`src/rtl/nibble_serial_adder_pkg.sv`:
```
// Shared definitions for the nibble-serial adder: slice width and control state encoding.
package nibble_serial_adder_pkg;

    localparam int NIBBLE_W = 4;

    typedef enum logic [1:0] {
        ST_IDLE = 2'd0,
        ST_RUN  = 2'd1,
        ST_DONE = 2'd2
    } state_t;

endpackage

```
`src/rtl/nibble_serial_adder_add4.sv`:
```
// Purely combinational 4-bit ripple-carry slice built from four one-bit full-adder cells.
module nibble_add4
    import nibble_serial_adder_pkg::*;
(
    input  logic [NIBBLE_W-1:0] x,
    input  logic [NIBBLE_W-1:0] y,
    input  logic                ci,
    output logic [NIBBLE_W-1:0] s,
    output logic                co
);

    logic [NIBBLE_W:0] c;

    assign c[0] = ci;

    for (genvar i = 0; i < NIBBLE_W; i++) begin : g_fa
        assign s[i]   = x[i] ^ y[i] ^ c[i];
        assign c[i+1] = (x[i] & y[i]) | (c[i] & (x[i] ^ y[i]));
    end

    assign co = c[NIBBLE_W];

endmodule

```
`src/rtl/nibble_serial_adder.sv`:
```
// Multi-cycle WIDTH-bit adder: feeds one operand nibble per clock (LSN first) through a
// 4-bit ripple slice, keeping the inter-nibble carry in a register.
module nibble_serial_adder
    import nibble_serial_adder_pkg::*;
#(
    parameter int WIDTH   = 16,
    parameter int NIBBLES = WIDTH / NIBBLE_W
) (
    input  logic             clk,
    input  logic             rst,
    input  logic             in_valid,
    output logic             in_ready,
    input  logic [WIDTH-1:0] a,
    input  logic [WIDTH-1:0] b,
    input  logic             cin,
    output logic             out_valid,
    input  logic             out_ready,
    output logic [WIDTH-1:0] sum,
    output logic             cout,
    output logic             busy
);

    localparam int IDXW = (NIBBLES > 1) ? $clog2(NIBBLES) : 1;

    state_t            state;
    logic [WIDTH-1:0]  a_sh;
    logic [WIDTH-1:0]  b_sh;
    logic [WIDTH-1:0]  res;
    logic [WIDTH-1:0]  res_next;
    logic              carry;
    logic              cout_r;
    logic [IDXW-1:0]   idx;
    logic [NIBBLE_W-1:0] s4;
    logic              c4;

    nibble_add4 u_slice (
        .x  (a_sh[NIBBLE_W-1:0]),
        .y  (b_sh[NIBBLE_W-1:0]),
        .ci (carry),
        .s  (s4),
        .co (c4)
    );

    // New sum nibble enters at the top so the LSN ends up at the bottom after NIBBLES shifts.
    if (WIDTH == NIBBLE_W) begin : g_res_single
        assign res_next = s4;
    end else begin : g_res_shift
        assign res_next = {s4, res[WIDTH-1:NIBBLE_W]};
    end

    always_ff @(posedge clk) begin
        if (rst) begin
            state  <= ST_IDLE;
            a_sh   <= '0;
            b_sh   <= '0;
            res    <= '0;
            carry  <= 1'b0;
            cout_r <= 1'b0;
            idx    <= '0;
        end else begin
            case (state)
                ST_IDLE: begin
                    if (in_valid) begin
                        a_sh  <= a;
                        b_sh  <= b;
                        carry <= cin;
                        idx   <= '0;
                        state <= ST_RUN;
                    end
                end
                ST_RUN: begin
                    res   <= res_next;
                    a_sh  <= a_sh >> NIBBLE_W;
                    b_sh  <= b_sh >> NIBBLE_W;
                    carry <= c4;
                    idx   <= idx + IDXW'(1);
                    if (idx == IDXW'(NIBBLES - 1)) begin
                        cout_r <= c4;
                        state  <= ST_DONE;
                    end
                end
                ST_DONE: begin
                    if (out_ready) begin
                        state <= ST_IDLE;
                    end
                end
                default: state <= ST_IDLE;
            endcase
        end
    end

    // Handshake flags depend only on state (and are held low during reset).
    assign in_ready  = !rst && (state == ST_IDLE);
    assign out_valid = !rst && (state == ST_DONE);
    assign busy      = !rst && ((state == ST_RUN) || (state == ST_DONE));
    assign sum       = res;
    assign cout      = cout_r;

endmodule

```
`config.mk`:
```
export PLATFORM = sky130hd
export DESIGN_NAME = nibble_serial_adder
export DESIGN_NICKNAME = d
export VERILOG_FILES = /design/src/rtl/nibble_serial_adder_pkg.sv /design/src/rtl/nibble_serial_adder_add4.sv /design/src/rtl/nibble_serial_adder.sv
export SDC_FILE = /design/constraint.sdc
export NUM_CORES = 1
export LEC_CHECK = 0
export CORE_MARGIN = 8
export CORE_UTILIZATION = 45
export DETAILED_ROUTE_END_ITERATION = 8
export PLACE_DENSITY = 0.73
export SYNTH_ARGS = -nofsm -noshare
export SYNTH_HDL_FRONTEND = slang
export SYNTH_HIERARCHICAL = 1
export SYNTH_SLANG_ARGS = --single-unit
```
`constraint.sdc`:
```
create_clock -name clk -period 2.1 [get_ports clk]
set_clock_uncertainty 0.2 [all_clocks]
set_input_delay 0.42 -clock clk [delete_from_list [all_inputs] [get_ports clk]]
set_output_delay 0.42 -clock clk [all_outputs]
set_load 0.02 [all_outputs]
```
==> results.yml <==
logic_synthesis:
  synth_area_leaders: "dfxtp_1 42%, mux2i_1 17%, a211oi_2 12%"
  syn-instance-count: 251
  syn_nets: 296
  netlist.area_leader.share: 0.4233
  synth_edf_count: 0
  seq_area_frac_synth: 0.4233
  ys_warn_count: 6
  synthArstFlopShare: 0
  yosys_most_used_dff: "dfxtp_1"
  ys_ff_latch: 54
  synth_area_mm2: 0.002554
  yosysMostFrequentCell: "dfxtp_1"
  avgSynthCellArea_um2: 10.17
  synthTopCellsByCount: "54 x dfxtp_1, 49 x nor2_1, 43 x mux2i_1"
  ys_types: 29
  netlist.top_cell.by_area: "dfxtp_1"
pwr:
  intPower_w: 0.002182
  clkPwrFrac: 0.194
  power_frac_seq: 0.401
  leakage_nw: 1.231
  max-vdd-ir-drop_uv: 535.0
  powerDensity_mw_per_mm2: 1016
  p_comb_frac: 0.405
  swShare: 0.3450
  switching_power_w: 0.001149
clock_tree:
  cts_max_path_buffers: 2
  clk-insertion-delay-late_ns: 0.30
  clkTransAtPathRegs_ns: 0.09
  htreeDepth: 2
  post_cts_buffers: 0
  root_buffer: "clkbuf_8"
  clock-sinks: 54
  cts_buffers: 5
  ctsHoldBuffers: 0
  cts_tree: "yes"
detailed_routing:
  drtIter0Drc: 79
  ant_nets: 0
  drt_pass1_iterations: 4
  vias: 1892
  wl_per_cell_um: 13.30
  drc: 0
  viasPerCell: 5.019
  wirelength_mm: 5.013
place:
  io_buffers: 56
  placed_area_mm2: 0.003167
  dp_cells: 369
  gp_congestion: 0.7795
  dp_hpwl_mm: 3.802
worst_setup_path:
  r2r_end: "sum[15]$_SDFFE_PP0P_"
  critical_path.max_fanout: 2
  worstSetupStartpointType: "flop"
  endpoint_kind: "flop"
  reg2reg_from: "carry$_SDFFE_PP0P_"
  worst_ep_arrival_time_ns: 2.30
  r2r_slack_ns: -0.16
  crit_type: "reg -> reg"
  cp_data_required_time_ns: 2.14
  reg2reg_depth: 10
hold_path:
  hold_path_end: "cout$_SDFFE_PP0P_"
  hold_depth: 2
  min_path_type: "reg -> reg"
  hp-start: "cout$_SDFFE_PP0P_"
floorplanning:
  top_level_ports: 57
  die-area_mm2: 0.008341
  chipWidth_um: 91.33
  die-height_um: 91.33
  rows: 27
  coreArea_mm2: 0.005507
  start_util: 0.4638
timing:
  fmax_mhz: 442.3
  worstMarginPinSlew_ns: 0.4949
  rsz0062_at_grt: "true"
  setup-tns-final_ns: -0.3536
  timing.final.ws_setup_ns: -0.1607
  hold_viol: 0
  maxSlewViolCount: 0
  period_share: 1.077
  hold_ws_ns: 0.2678
  setup_viol: 3
  slew_headroom: 0.6700
  period_needed_ns: 2.261
global_route:
  met3_usage: 0.04609
  grt.met2_usage: 0.2056
  grt_use_met1: 0.1506
  grt.busiest_layer: "met2"
  grt_max_degree: 51
  grt_overflow: 0
  antenna_found_initial: 0
  grt_pass1_wl_mm: 8.825
  grt_pass1_vias: 1976
  grt_use_total: 0.1257
cells_and_area:
  finish.utilization: 0.5953
  final_layout_size_suffix_gt1_frac: 0.1902
  antenna_cells: 0
  final_area_mm2: 0.003278
  instances_no_fill: 377
  nFillCells: 495
  finalNetCount: 349
  area_growth_pct: 28.37
status:
  status: "complete, but fails checks"
  violations: "setup timing"
run:
  maxCapViolCount: 0
## how the worst max path moves through the flow
stage | from | endpoint | slack (ns)
3_3_place_gp | carry$_SDFFE_PP0P_ | sum[15]$_SDFFE_PP0P_ | -0.10
4_1_cts | carry$_SDFFE_PP0P_ | sum[15]$_SDFFE_PP0P_ | -0.17
5_1_grt | carry$_SDFFE_PP0P_ | sum[15]$_SDFFE_PP0P_ | -0.26
3_5_place_dp | carry$_SDFFE_PP0P_ | sum[15]$_SDFFE_PP0P_ | -0.15
6_report | carry$_SDFFE_PP0P_ | sum[15]$_SDFFE_PP0P_ | -0.16
2_1_floorplan | carry$_SDFFE_PP0P_ | sum[15]$_SDFFE_PP0P_ | -0.07
## power groups by stage
stage | Combinational (W) | Clock (W) | Sequential [W]
after global routing | 0.00150 | 0.000713 | 0.00137
after CTS | 0.00136 | 0.000667 | 0.00134
final | 0.00135 | 0.000646 | 0.00134
after floorplan | 0.00105 | 0 | 0.00137
after global placement | 0.00133 | 0 | 0.00136
after detailed placement | 0.00136 | 0 | 0.00136
## metrics by stage
stage	total power, W	worst slack [ns]
6_report	0.003331	-0.1607
5_1_grt	0.003577	-0.2551
4_1_cts	0.003366	-0.1702
3_5_place_dp	0.002720	-0.1493
3_3_place_gp	0.002692	-0.1022
2_1_floorplan	0.002421	-0.06932
## repair_timing
action                                  in CTS  in global routing
endpoints found under the setup margin       6                 29
gates resized for setup                      5                  5
cloned                                       0                  0
pin swaps                                    1                  0
## sequential cells by signal (all words and copies together), names as in the netlist
register and cells:
b_sh 16, carry 1, cout 1, state 2, a_sh 16, idx 2
sum 16
## routing by layer
metal	routed length, um	up-vias	share of wire
met2	2328	42	0.46
met4	58	0	0.012
met5	0	-	0
met3	297	8	0.059
met1	2329	871	0.46
li1	-	971	-
## area by class of cell
cell class	instances	area, um2	area share
Inverter	12	45.04	0.01374
Clock buffer	8	110.1	0.03359
Timing Repair Buffer	65	611.8	0.1866
Sequential cell	54	1085	0.3309
Multi-Input combinational cell	166	1336	0.4076
Tap cell	72	90.09	0.02748
## cells in the final DEF, fill, tap and decap left out, drive strengths merged
cell type,n
a22oi,4
buf,10
fa,4
dfxtp,54
clkbuf,10
a32oi,1
a2111oi,1
inv,12
a31oi,1
a21oi,6
xnor2,1
nor2b,5
nand2b,3
o21ai,4
mux2,2
a211oi,25
clkdlybuf4s50,52
nor3,1
nor2,49
dlygate4sd2,1
nand2,3
and3b,1
mux2i,43
nand3,6
or2,1
nor3b,1
ha,4
## kinds of logic after synthesis
kind of cell,Yosys count,synth area share
adder cells (fa/ha/maj),8,0.05096
buffers and inverters,31,0.06173
AND/OR/NAND/NOR,70,0.1186
multiplexers,45,0.1788
flip-flops,54,0.4233
XOR/XNOR,1,0.003430
AO/OA/AOI/OAI,42,0.1632
## worst max-delay path, cell delays in order, from the launching register on
cell and delay [ns]:
dfxtp_2 0.34, fa_2 0.38, inv_2 0.06, fa_2 0.18, inv_2 0.04, fa_2 0.33, inv_2 0.06, fa_1 0.40
inv_1 0.06, mux2i_1 0.06, nor2_1 0.09
No activity file was read; power rests on OpenSTA's default activity.
